**config.mk**
```make
export PLATFORM = sky130hd
export DESIGN_NAME = push_clk_cnt_src_flat
export DESIGN_NICKNAME = d
export VERILOG_FILES = /design/src/rtl/push_clk_cnt_src_pkg.sv /design/src/rtl/push_clk_cnt_src_if.sv /design/src/rtl/push_clk_cnt_src_btn_debounce.sv /design/src/rtl/push_clk_cnt_src.sv /design/src/flat_wrapper.sv
export SDC_FILE = /design/constraint.sdc
export NUM_CORES = 1
export LEC_CHECK = 0
export BUFFER_PORTS_ARGS = -buffer_cell sky130_fd_sc_hd__buf_4
export CAP_MARGIN = 25
export CORE_ASPECT_RATIO = 0.7
export CORE_UTILIZATION = 42
export CTS_CLUSTER_SIZE = 12
export DETAILED_ROUTE_END_ITERATION = 10
export GPL_TIMING_DRIVEN = 0
export PLACE_DENSITY = 0.6
export SYNTH_ARGS = -nofsm -noshare
export SYNTH_HDL_FRONTEND = slang
export SYNTH_SLANG_ARGS = --single-unit
```
**constraint.sdc**
```tcl
create_clock -name clk -period 3.62 [get_ports clk]
set_clock_uncertainty 0.1 [all_clocks]
set_input_delay 0.724 -clock clk [delete_from_list [all_inputs] [get_ports clk]]
set_output_delay 0.724 -clock clk [all_outputs]
set_load 0.01 [all_outputs]
```
**src/rtl/push_clk_cnt_src_pkg.sv**
```systemverilog
// Shared constants and mode encoding for the push/clock counter source path.
package push_clk_pkg;

  localparam int unsigned WIDTH_DEF      = 8;
  localparam int unsigned DEB_CYCLES_DEF = 4;
  localparam int unsigned PRESCALE_DEF   = 16;

  typedef enum logic {
    MODE_PUSH = 1'b0,
    MODE_CLK  = 1'b1
  } mode_t;

  function automatic mode_t mode_toggle(input mode_t m);
    return (m == MODE_PUSH) ? MODE_CLK : MODE_PUSH;
  endfunction

endpackage

```
**src/rtl/push_clk_cnt_src_if.sv**
```systemverilog
// Button/run/clear inputs and count/select outputs of the counter source.
interface push_clk_cnt_src_if #(
  parameter int unsigned WIDTH = push_clk_pkg::WIDTH_DEF
);
  logic             push_btn;
  logic             mode_btn;
  logic             run;
  logic             clr;
  logic [WIDTH-1:0] push_cnt;
  logic [WIDTH-1:0] clk_cnt;
  logic             rw1;
  logic             rw0;
  logic             en;

  modport master (
    output push_btn, mode_btn, run, clr,
    input  push_cnt, clk_cnt, rw1, rw0, en
  );

  modport slave (
    input  push_btn, mode_btn, run, clr,
    output push_cnt, clk_cnt, rw1, rw0, en
  );
endinterface

```
**src/rtl/push_clk_cnt_src_btn_debounce.sv**
```systemverilog
// Two-flop synchroniser, run-length debounce and registered rise-edge pulse
// for one raw button.
module btn_debounce #(
  parameter int unsigned DEB_CYCLES = push_clk_pkg::DEB_CYCLES_DEF
) (
  input  logic clk,
  input  logic rst,
  input  logic btn_i,
  output logic press_o
);

  localparam int unsigned CW = (DEB_CYCLES > 1) ? $clog2(DEB_CYCLES) : 1;

  logic          sync1_q, sync_q;
  logic          db_q, db_d;
  logic          db_prev_q;
  logic          press_q;
  logic [CW-1:0] cnt_q, cnt_d;

  // A sample equal to db restarts the run; DEB_CYCLES differing samples flip db.
  always_comb begin
    db_d  = db_q;
    cnt_d = '0;
    if (sync_q != db_q) begin
      if (cnt_q == CW'(DEB_CYCLES - 1)) begin
        db_d = sync_q;
      end else begin
        cnt_d = cnt_q + 1'b1;
      end
    end
  end

  always_ff @(posedge clk) begin
    if (rst) begin
      sync1_q   <= 1'b0;
      sync_q    <= 1'b0;
      db_q      <= 1'b0;
      db_prev_q <= 1'b0;
      press_q   <= 1'b0;
      cnt_q     <= '0;
    end else begin
      sync1_q   <= btn_i;
      sync_q    <= sync1_q;
      db_q      <= db_d;
      db_prev_q <= db_q;
      press_q   <= db_q & ~db_prev_q;
      cnt_q     <= cnt_d;
    end
  end

  assign press_o = press_q;

endmodule

```
**src/rtl/push_clk_cnt_src.sv**
```systemverilog
// Counter source: debounced press counter, prescaled tick counter and the
// mutually exclusive rw1/rw0 select strobes for the output mux.
module push_clk_cnt_src
  import push_clk_pkg::*;
#(
  parameter int unsigned WIDTH      = WIDTH_DEF,
  parameter int unsigned DEB_CYCLES = DEB_CYCLES_DEF,
  parameter int unsigned PRESCALE   = PRESCALE_DEF
) (
  input logic               clk,
  input logic               rst,
  push_clk_cnt_src_if.slave bus
);

  localparam int unsigned PW = (PRESCALE > 1) ? $clog2(PRESCALE) : 1;

  logic             push_press, mode_press;
  logic             en_q;
  logic [PW-1:0]    pre_q, pre_d;
  logic             tick;
  logic [WIDTH-1:0] push_cnt_q, push_cnt_d;
  logic [WIDTH-1:0] clk_cnt_q, clk_cnt_d;
  mode_t            state_q;
  logic             rw1_q, rw0_q;

  btn_debounce #(.DEB_CYCLES(DEB_CYCLES)) u_push_db (
    .clk     (clk),
    .rst     (rst),
    .btn_i   (bus.push_btn),
    .press_o (push_press)
  );

  btn_debounce #(.DEB_CYCLES(DEB_CYCLES)) u_mode_db (
    .clk     (clk),
    .rst     (rst),
    .btn_i   (bus.mode_btn),
    .press_o (mode_press)
  );

  assign tick = en_q && (pre_q == PW'(PRESCALE - 1));

  // clr wins over a coincident press or tick.
  always_comb begin
    pre_d      = pre_q;
    push_cnt_d = push_cnt_q;
    clk_cnt_d  = clk_cnt_q;
    if (bus.clr) begin
      pre_d      = '0;
      push_cnt_d = '0;
      clk_cnt_d  = '0;
    end else begin
      if (en_q)       pre_d      = tick ? '0 : pre_q + 1'b1;
      if (push_press) push_cnt_d = push_cnt_q + 1'b1;
      if (tick)       clk_cnt_d  = clk_cnt_q + 1'b1;
    end
  end

  always_ff @(posedge clk) begin
    if (rst) begin
      en_q       <= 1'b0;
      pre_q      <= '0;
      push_cnt_q <= '0;
      clk_cnt_q  <= '0;
    end else begin
      en_q       <= bus.run;
      pre_q      <= pre_d;
      push_cnt_q <= push_cnt_d;
      clk_cnt_q  <= clk_cnt_d;
    end
  end

  // Select strobes are decoded from the next state so they move with the state.
  always_ff @(posedge clk) begin
    if (rst) begin
      state_q <= MODE_PUSH;
      rw1_q   <= 1'b1;
      rw0_q   <= 1'b0;
    end else if (mode_press) begin
      state_q <= mode_toggle(state_q);
      rw1_q   <= (mode_toggle(state_q) == MODE_PUSH);
      rw0_q   <= (mode_toggle(state_q) == MODE_CLK);
    end
  end

  assign bus.push_cnt = push_cnt_q;
  assign bus.clk_cnt  = clk_cnt_q;
  assign bus.rw1      = rw1_q;
  assign bus.rw0      = rw0_q;
  assign bus.en       = en_q;

endmodule

```
**src/flat_wrapper.sv**
```systemverilog
// flat-port wrapper written by rule: the top's interface ports become plain ports
module push_clk_cnt_src_flat import push_clk_pkg::*;
#(
  parameter int unsigned WIDTH      = WIDTH_DEF,
  parameter int unsigned DEB_CYCLES = DEB_CYCLES_DEF,
  parameter int unsigned PRESCALE   = PRESCALE_DEF
)
  (clk, rst, bus_push_btn, bus_mode_btn, bus_run, bus_clr, bus_push_cnt, bus_clk_cnt, bus_rw1, bus_rw0, bus_en);
  push_clk_cnt_src_if #(.WIDTH(WIDTH)) bus_i ();
  input logic clk;
  input logic rst;
  input wire logic [$bits(bus_i.push_btn)-1:0] bus_push_btn;
  input wire logic [$bits(bus_i.mode_btn)-1:0] bus_mode_btn;
  input wire logic [$bits(bus_i.run)-1:0] bus_run;
  input wire logic [$bits(bus_i.clr)-1:0] bus_clr;
  output wire logic [$bits(bus_i.push_cnt)-1:0] bus_push_cnt;
  output wire logic [$bits(bus_i.clk_cnt)-1:0] bus_clk_cnt;
  output wire logic [$bits(bus_i.rw1)-1:0] bus_rw1;
  output wire logic [$bits(bus_i.rw0)-1:0] bus_rw0;
  output wire logic [$bits(bus_i.en)-1:0] bus_en;
  assign bus_i.push_btn = bus_push_btn;
  assign bus_i.mode_btn = bus_mode_btn;
  assign bus_i.run = bus_run;
  assign bus_i.clr = bus_clr;
  assign bus_push_cnt = bus_i.push_cnt;
  assign bus_clk_cnt = bus_i.clk_cnt;
  assign bus_rw1 = bus_i.rw1;
  assign bus_rw0 = bus_i.rw0;
  assign bus_en = bus_i.en;
  push_clk_cnt_src #(.WIDTH(WIDTH), .DEB_CYCLES(DEB_CYCLES), .PRESCALE(PRESCALE)) u_core (.clk(clk), .rst(rst), .bus(bus_i));
endmodule
```
==> impl_metrics.csv, run 1 <==
group,metric,value,unit
synth,synthesis.area,1410,um^2
critical_path,cp.depth,5,
critical_path,cp_top_family,"buffers and inverters",
synth,synthCells,146,
finish,finalInstanceArea,1720,um^2
timing,setup_viol,0,
synth,ys_warn_count,0,
synth,syn-mean-instance-area,9.64,um^2
grt,first_global_vias,957,
synth,synth_top_cell_by_area,"dfxtp_1",
clocking,cts.clk_slew.worst_paths,60,ps
finish,utilization,54.1,%
critical_path,worstPathRequired,3660,ps
status,violations,"design-rule violations",
grt,grt_max_degree,11,
grt,grt_pass1_wl,4290,um
placed_design,portBuffers,24,
timing,rsz0062_at_grt,"no",
critical_path,max_stage_delay,410,ps
finish,seq_area,741,um^2
die,io_pins,25,
routing,drc,2,
timing,fmax,0.564,GHz
finish,multiInputGateArea,634,um^2
routing,dr.pass1.iters,7,
critical_path,worstSetupEndpoint,"u_core.bus.push_cnt[2]",
synth,synthTopCellsByArea,"dfxtp_1 53%, nor2_1 4.5%, ha_1 4.4%",
clocking,post_cts_resized,0,
critical_path,reg2reg_to,"u_core.bus.clk_cnt[7]",
finish,flow.area_growth_from_synthesis,21.9,%
pwr,max-vdd-ir-drop,0.256,mV
finish,fill_cells,304,
status,status,"complete, but fails checks",
finish,diodes,0,
timing,whs,284,ps
grt,grt_remaining_overflow,0,
clocking,cts.sinks,37,
routing,vias_per_cell,4.96,
timing,slew_viol_final,0,
critical_path,crit_path_frequent_cell,"clkbuf_1",
synth,synth_fp_nets,157,
critical_path,crit_fanout,10,
timing,slew_headroom,69.5,%
die,initial_core_util,44.4,%
timing,fin_tns_setup,0,ps
pwr,power.leakage,0.674,nW
clocking,cts.htree.levels,2,
flow_run,cap_violations,0,
routing,vias,1071,
critical_path,rrSetupSlack,1870,ps
synth,yosysTopAreaCellShare,52.6,%
finish,drive_gt1_share,18.5,%
critical_path,crit_type,"input port to flop",
die,placementRows,17,
grt,antenna_found_initial,0,
synth,synth_cell_types,23,
timing,tightest_slew,458,ps
critical_path,r2r-start,"u_core.pre_q[0]",
routing,drtAntennaViolNets,0,
critical_path,cp.buffers_inverters,3,
critical_path,reg2reg_depth,4,
clocking,cts_tree,"yes",
hold_path,hp-class,"flop to flop",
critical_path,startpoint_type,"input port",
die,dieArea,3590,um^2
die,dieWidth,71.2,um
critical_path,cpMaxStageDelayCell,"clkbuf_1",
timing,post-route-min-period,1770,ps
clocking,cts_hold_buf,0,
placed_design,dpl_cell_area,1640,um^2
routing,routed_wirelength,2530,um
placed_design,gp_congestion,0.693,
timing,hold_violations,0,
critical_path,arrival,1820,ps
routing,wire_per_inst,11.7,um
critical_path,cp_cell_sequence,"buf_4 > or2_2 > clkbuf_1 > clkbuf_1 > nor2_1",
grt,track_usage,15.7,%
clocking,post_cts_buffers,0,
clocking,clkLatencyLatePin,270,ps
pwr,pwr_density_cell,404,nW/um^2
synth,ys_ff_latch,37,
synth,seq_area_frac_synth,52.6,%
finish,nNetsFinal,188,
clocking,clockBufferDepth,2,
clocking,cts_buffers,5,
timing,post-route-period-util,49.0,%
placed_design,hpwlAfterDp,1870,um
die,coreArea,3170,um^2
clocking,clockRootBuffer,"clkbuf_8",
die,die_h,50.4,um
pwr,p_total,0.693,mW
routing,initialDrtViolationCount,43,
critical_path,end_kind,"flop",
critical_path,critPathLaunch,"rst",
## final cells by class
type / count / area share, %
clock buffer: 8 / 4.67
timing repair buffer: 24 / 10.5
multi-input combinational: 101 / 37.0
tap: 38 / 2.77
inverter: 3 / 0.656
sequential: 37 / 43.2
buffer: 5 / 1.24
## worst min-delay path by stage
stage,end,slack [ps],startpoint,depth (start not counted)
after floorplan,u_core.u_mode_db.press_o,270,u_core.u_mode_db.db_prev_q,1
after global placement,u_core.u_mode_db.press_o,270,u_core.u_mode_db.db_prev_q,1
final,u_core.u_mode_db.press_o,280,u_core.u_mode_db.db_prev_q,1
after CTS,u_core.u_mode_db.press_o,290,u_core.u_mode_db.db_prev_q,1
after detailed placement,u_core.u_mode_db.press_o,280,u_core.u_mode_db.db_prev_q,1
after global routing,u_core.u_push_db.press_o,320,u_core.u_push_db.db_prev_q,1
## synth_stat cells (all sizes together)
master and count:
a211o 1, a21oi 11, buf 2, clkbuf 3
dfxtp 37, ha 5, inv 3, mux2i 6
nand2 9, nand2b 1, nand3 5, nand3b 1
nand4 3, nor2 17, nor2b 10, o21ai 6
o31ai 3, or2 1, or3 9, or4 4
xnor2 4, xor2 5
## layer usage
metal	global-route usage (%)	up-vias	wire length (um)
li1	-	558	-
met1	20.9	493	1290
met2	22.9	18	1090
met3	6.22	2	135
met4	6.00	0	14
met5	0	-	0
## cell usage in the layout (no fill, tap or decap), drive strengths merged
cell type,instances
o31ai,3
nand2b,1
a211o,1
nor2b,10
nand2,9
inv,3
dfxtp,37
o21ai,6
clkbuf,11
buf,26
nor2,17
nand3,5
or4,4
nand3b,1
or3,9
xnor2,4
or2,1
a21oi,11
ha,5
nand4,3
xor2,5
mux2i,6
## through the flow
| step | worst slack, ps | instances |
|---|---|---|
| global placement | 1570 | 208 |
| global route | 1740 | 216 |
| finish | 1850 | 216 |
| detailed placement | 1530 | 208 |
| floorplan | 1950 | 146 |
| CTS | 1830 | 216 |
## kinds of logic (layout without fill, tap and decap cells)
group,Yosys count,in the layout,share of synthesized area (%)
XOR/XNOR,9,9,5.60
AO/OA/AOI/OAI,21,21,8.27
multiplexers,6,6,4.27
AND/OR/NAND/NOR,60,60,22.5
flip-flops,37,37,52.6
buffers and inverters,8,40,2.31
adder cells (fa/ha/maj),5,5,4.44
## worst register-to-register path: stages (launching register included)
cell	delay, ps
dfxtp_1	400
ha_1	230
nand4_2	160
or4_1	600
mux2i_1	140
## sequential cells by signal (all words and copies together) (netlist names), 2 cells and up
| name | flops |
|---|---|
| u_core.bus.clk_cnt | 8 |
| u_core.bus.push_cnt | 8 |
| u_core.pre_q | 4 |
| u_core.u_mode_db.cnt_q | 2 |
| u_core.u_push_db.cnt_q | 2 |
## report_power, final
group,internal [mW],switching (mW)
Combinational,0.00917,0.00948
Clock,0.137,0.124
Sequential,0.411,0.00291
Total,0.557,0.137
No activity file was read; power rests on OpenSTA's default activity.
==> run 2, diff against run 1 <==
- clock period: 3.62 -> 1.7 ns (I/O delays scaled with it)
==> impl_metrics.csv, run 2 (synthesized netlist as in run 1, its figures left out) <==
group,metric,value,unit
status,status,"complete, but fails checks",
status,violations,"design-rule violations",
timing,whs,174,ps
critical_path,startpoint_type,"flop",
finish,final_cell_mix,"35 x dfxtp_1, 24 x buf_4, 17 x nor2_1",
pwr,p_total,1.48,mW
finish,flow.area_growth_from_synthesis,23.6,%
critical_path,crit_type,"flop to flop",
critical_path,max_stage_delay,580,ps
pwr,seq_power_share,59.7,%
grt,first_global_vias,957,
die,coreArea,3170,um^2
routing,routed_wirelength,2540,um
routing,initialDrtViolationCount,69,
critical_path,worstSetupEndpoint,"u_core.bus.clk_cnt[7]",
timing,tightest_slew,457,ps
grt,grt_pass1_wl,4290,um
grt,track_usage,15.7,%
critical_path,critPathLaunch,"u_core.pre_q[0]",
die,placementRows,17,
critical_path,cp.depth,4,
pwr,pwr_density_cell,850,nW/um^2
hold_path,hp-class,"input port to flop",
timing,fmax,0.608,GHz
grt,antenna_found_initial,0,
critical_path,worstPathRequired,1770,ps
timing,post-route-period-util,96.8,%
placed_design,hpwlAfterDp,1870,um
finish,drive_gt1_share,20.8,%
die,io_pins,25,
clocking,cts_buffers,5,
placed_design,portBuffers,24,
pwr,p_sw_share,19.8,%
routing,drtAntennaViolNets,0,
routing,vias,1086,
die,dieArea,3590,um^2
placed_design,dp.cells,208,
clocking,cts.htree.levels,2,
timing,setup_viol,0,
grt,grt_max_degree,11,
routing,routed-wl-met2,1100,um
finish,finalNonFillerCells,216,
critical_path,reg2reg_depth,4,
critical_path,reg2reg_to,"u_core.bus.clk_cnt[7]",
clocking,clockRootBuffer,"clkbuf_8",
clocking,cts_tree,"yes",
routing,top_layer_used,"met4",
timing,slew_headroom,69.5,%
finish,mostFrequentLayoutCell,"dfxtp_1",
critical_path,rrSetupSlack,50,ps
die,die_h,50.4,um
routing,vias_per_cell,5.03,
flow_run,cap_violations,0,
routing,wire_per_inst,11.8,um
critical_path,cp_top_family,"simple AND/OR/NAND/NOR gates",
routing,dr.pass1.iters,7,
pwr,comb_power_share,2.7,%
pwr,p_sw,0.293,mW
critical_path,arrival,1710,ps
clocking,cts_hold_buf,0,
critical_path,cp_cell_sequence,"ha_2 > nand4_4 > or4_4 > mux2i_1",
pwr,p_int,1.19,mW
grt,grt_remaining_overflow,0,
critical_path,end_kind,"flop",
critical_path,crit_fanout,5,
clocking,post_cts_buffers,0,
clocking,clockBufferDepth,2,
routing,dr_wl_met3,107,um
routing,met1_length,1310,um
clocking,cts.clk_slew.worst_paths,70,ps
pwr,power.leakage,0.677,nW
placed_design,gp_congestion,0.693,
die,dieWidth,71.2,um
finish,utilization,54.9,%
finish,nNetsFinal,188,
die,initial_core_util,44.4,%
timing,hold_violations,0,
timing,post-route-min-period,1650,ps
timing,slew_viol_final,0,
finish,diodes,0,
clocking,clkLatencyLatePin,270,ps
pwr,clkPwrFrac,37.7,%
pwr,max-vdd-ir-drop,0.536,mV
critical_path,r2r-start,"u_core.pre_q[0]",
clocking,cts.sinks,37,
routing,drc,2,
critical_path,cp.buffers_inverters,0,
critical_path,cpMaxStageDelayCell,"or4_4",
[run 2: cell counts in the layout (fill, tap and decap cells not counted)]
Identical to the previous run, type by type.
[run 2: timing repair]
action,4_1_cts,5_1_grt
setup endpoints to repair,1,3
pin swaps,0,0
gates resized for setup,2,6
gates cloned,0,0
[run 2: power groups by stage]
stage,Combinational (mW),Sequential (mW),Clock (mW)
floorplan,0.0215,0.900,0
global placement,0.0395,0.900,0
detailed placement,0.0406,0.900,0
CTS,0.0406,0.881,0.574
global route,0.0446,0.882,0.623
finish,0.0399,0.882,0.557
[run 2: layer usage]
layer  track usage, %  vias up
met5                0        -
met4             6.00        0
met3             6.22        4
met2             22.9       17
met1             20.9      506
li1                 -      559
[run 2: area by class of cell]
| cell class | count | area, um^2 |
|---|---|---|
| Sequential cell | 37 | 743 |
| Inverter | 3 | 11.3 |
| Timing Repair Buffer | 24 | 180 |
| Buffer | 5 | 27.5 |
| Tap cell | 38 | 47.5 |
| Fill cell | 302 | 1430 |
| Multi-Input combinational cell | 101 | 649 |
| Clock buffer | 8 | 80.1 |
[run 2: worst min-delay path by stage]
stage	cells past startpoint	from	to	slack (ps)
after floorplan	1	u_core.u_mode_db.db_prev_q	u_core.u_mode_db.press_o	270
after global placement	1	u_core.u_mode_db.db_prev_q	u_core.u_mode_db.press_o	270
after detailed placement	1	u_core.u_mode_db.db_prev_q	u_core.u_mode_db.press_o	280
after CTS	2	bus_mode_btn	u_core.u_mode_db.sync1_q	170
after global routing	2	bus_run	u_core.bus.en	180
final	2	bus_mode_btn	u_core.u_mode_db.sync1_q	170
[run 2: metrics by stage]
stage | setup slack [ps] | cell area, um^2 | setup TNS (ps)
6_report | 53.9 | 1740 | 0
5_1_grt | -6.45 | 1740 | -6.45
2_1_floorplan | 123 | 1410 | 0
3_3_place_gp | 19.5 | 1640 | 0
4_1_cts | 2.53 | 1720 | 0
3_5_place_dp | -9.21 | 1640 | -28.1
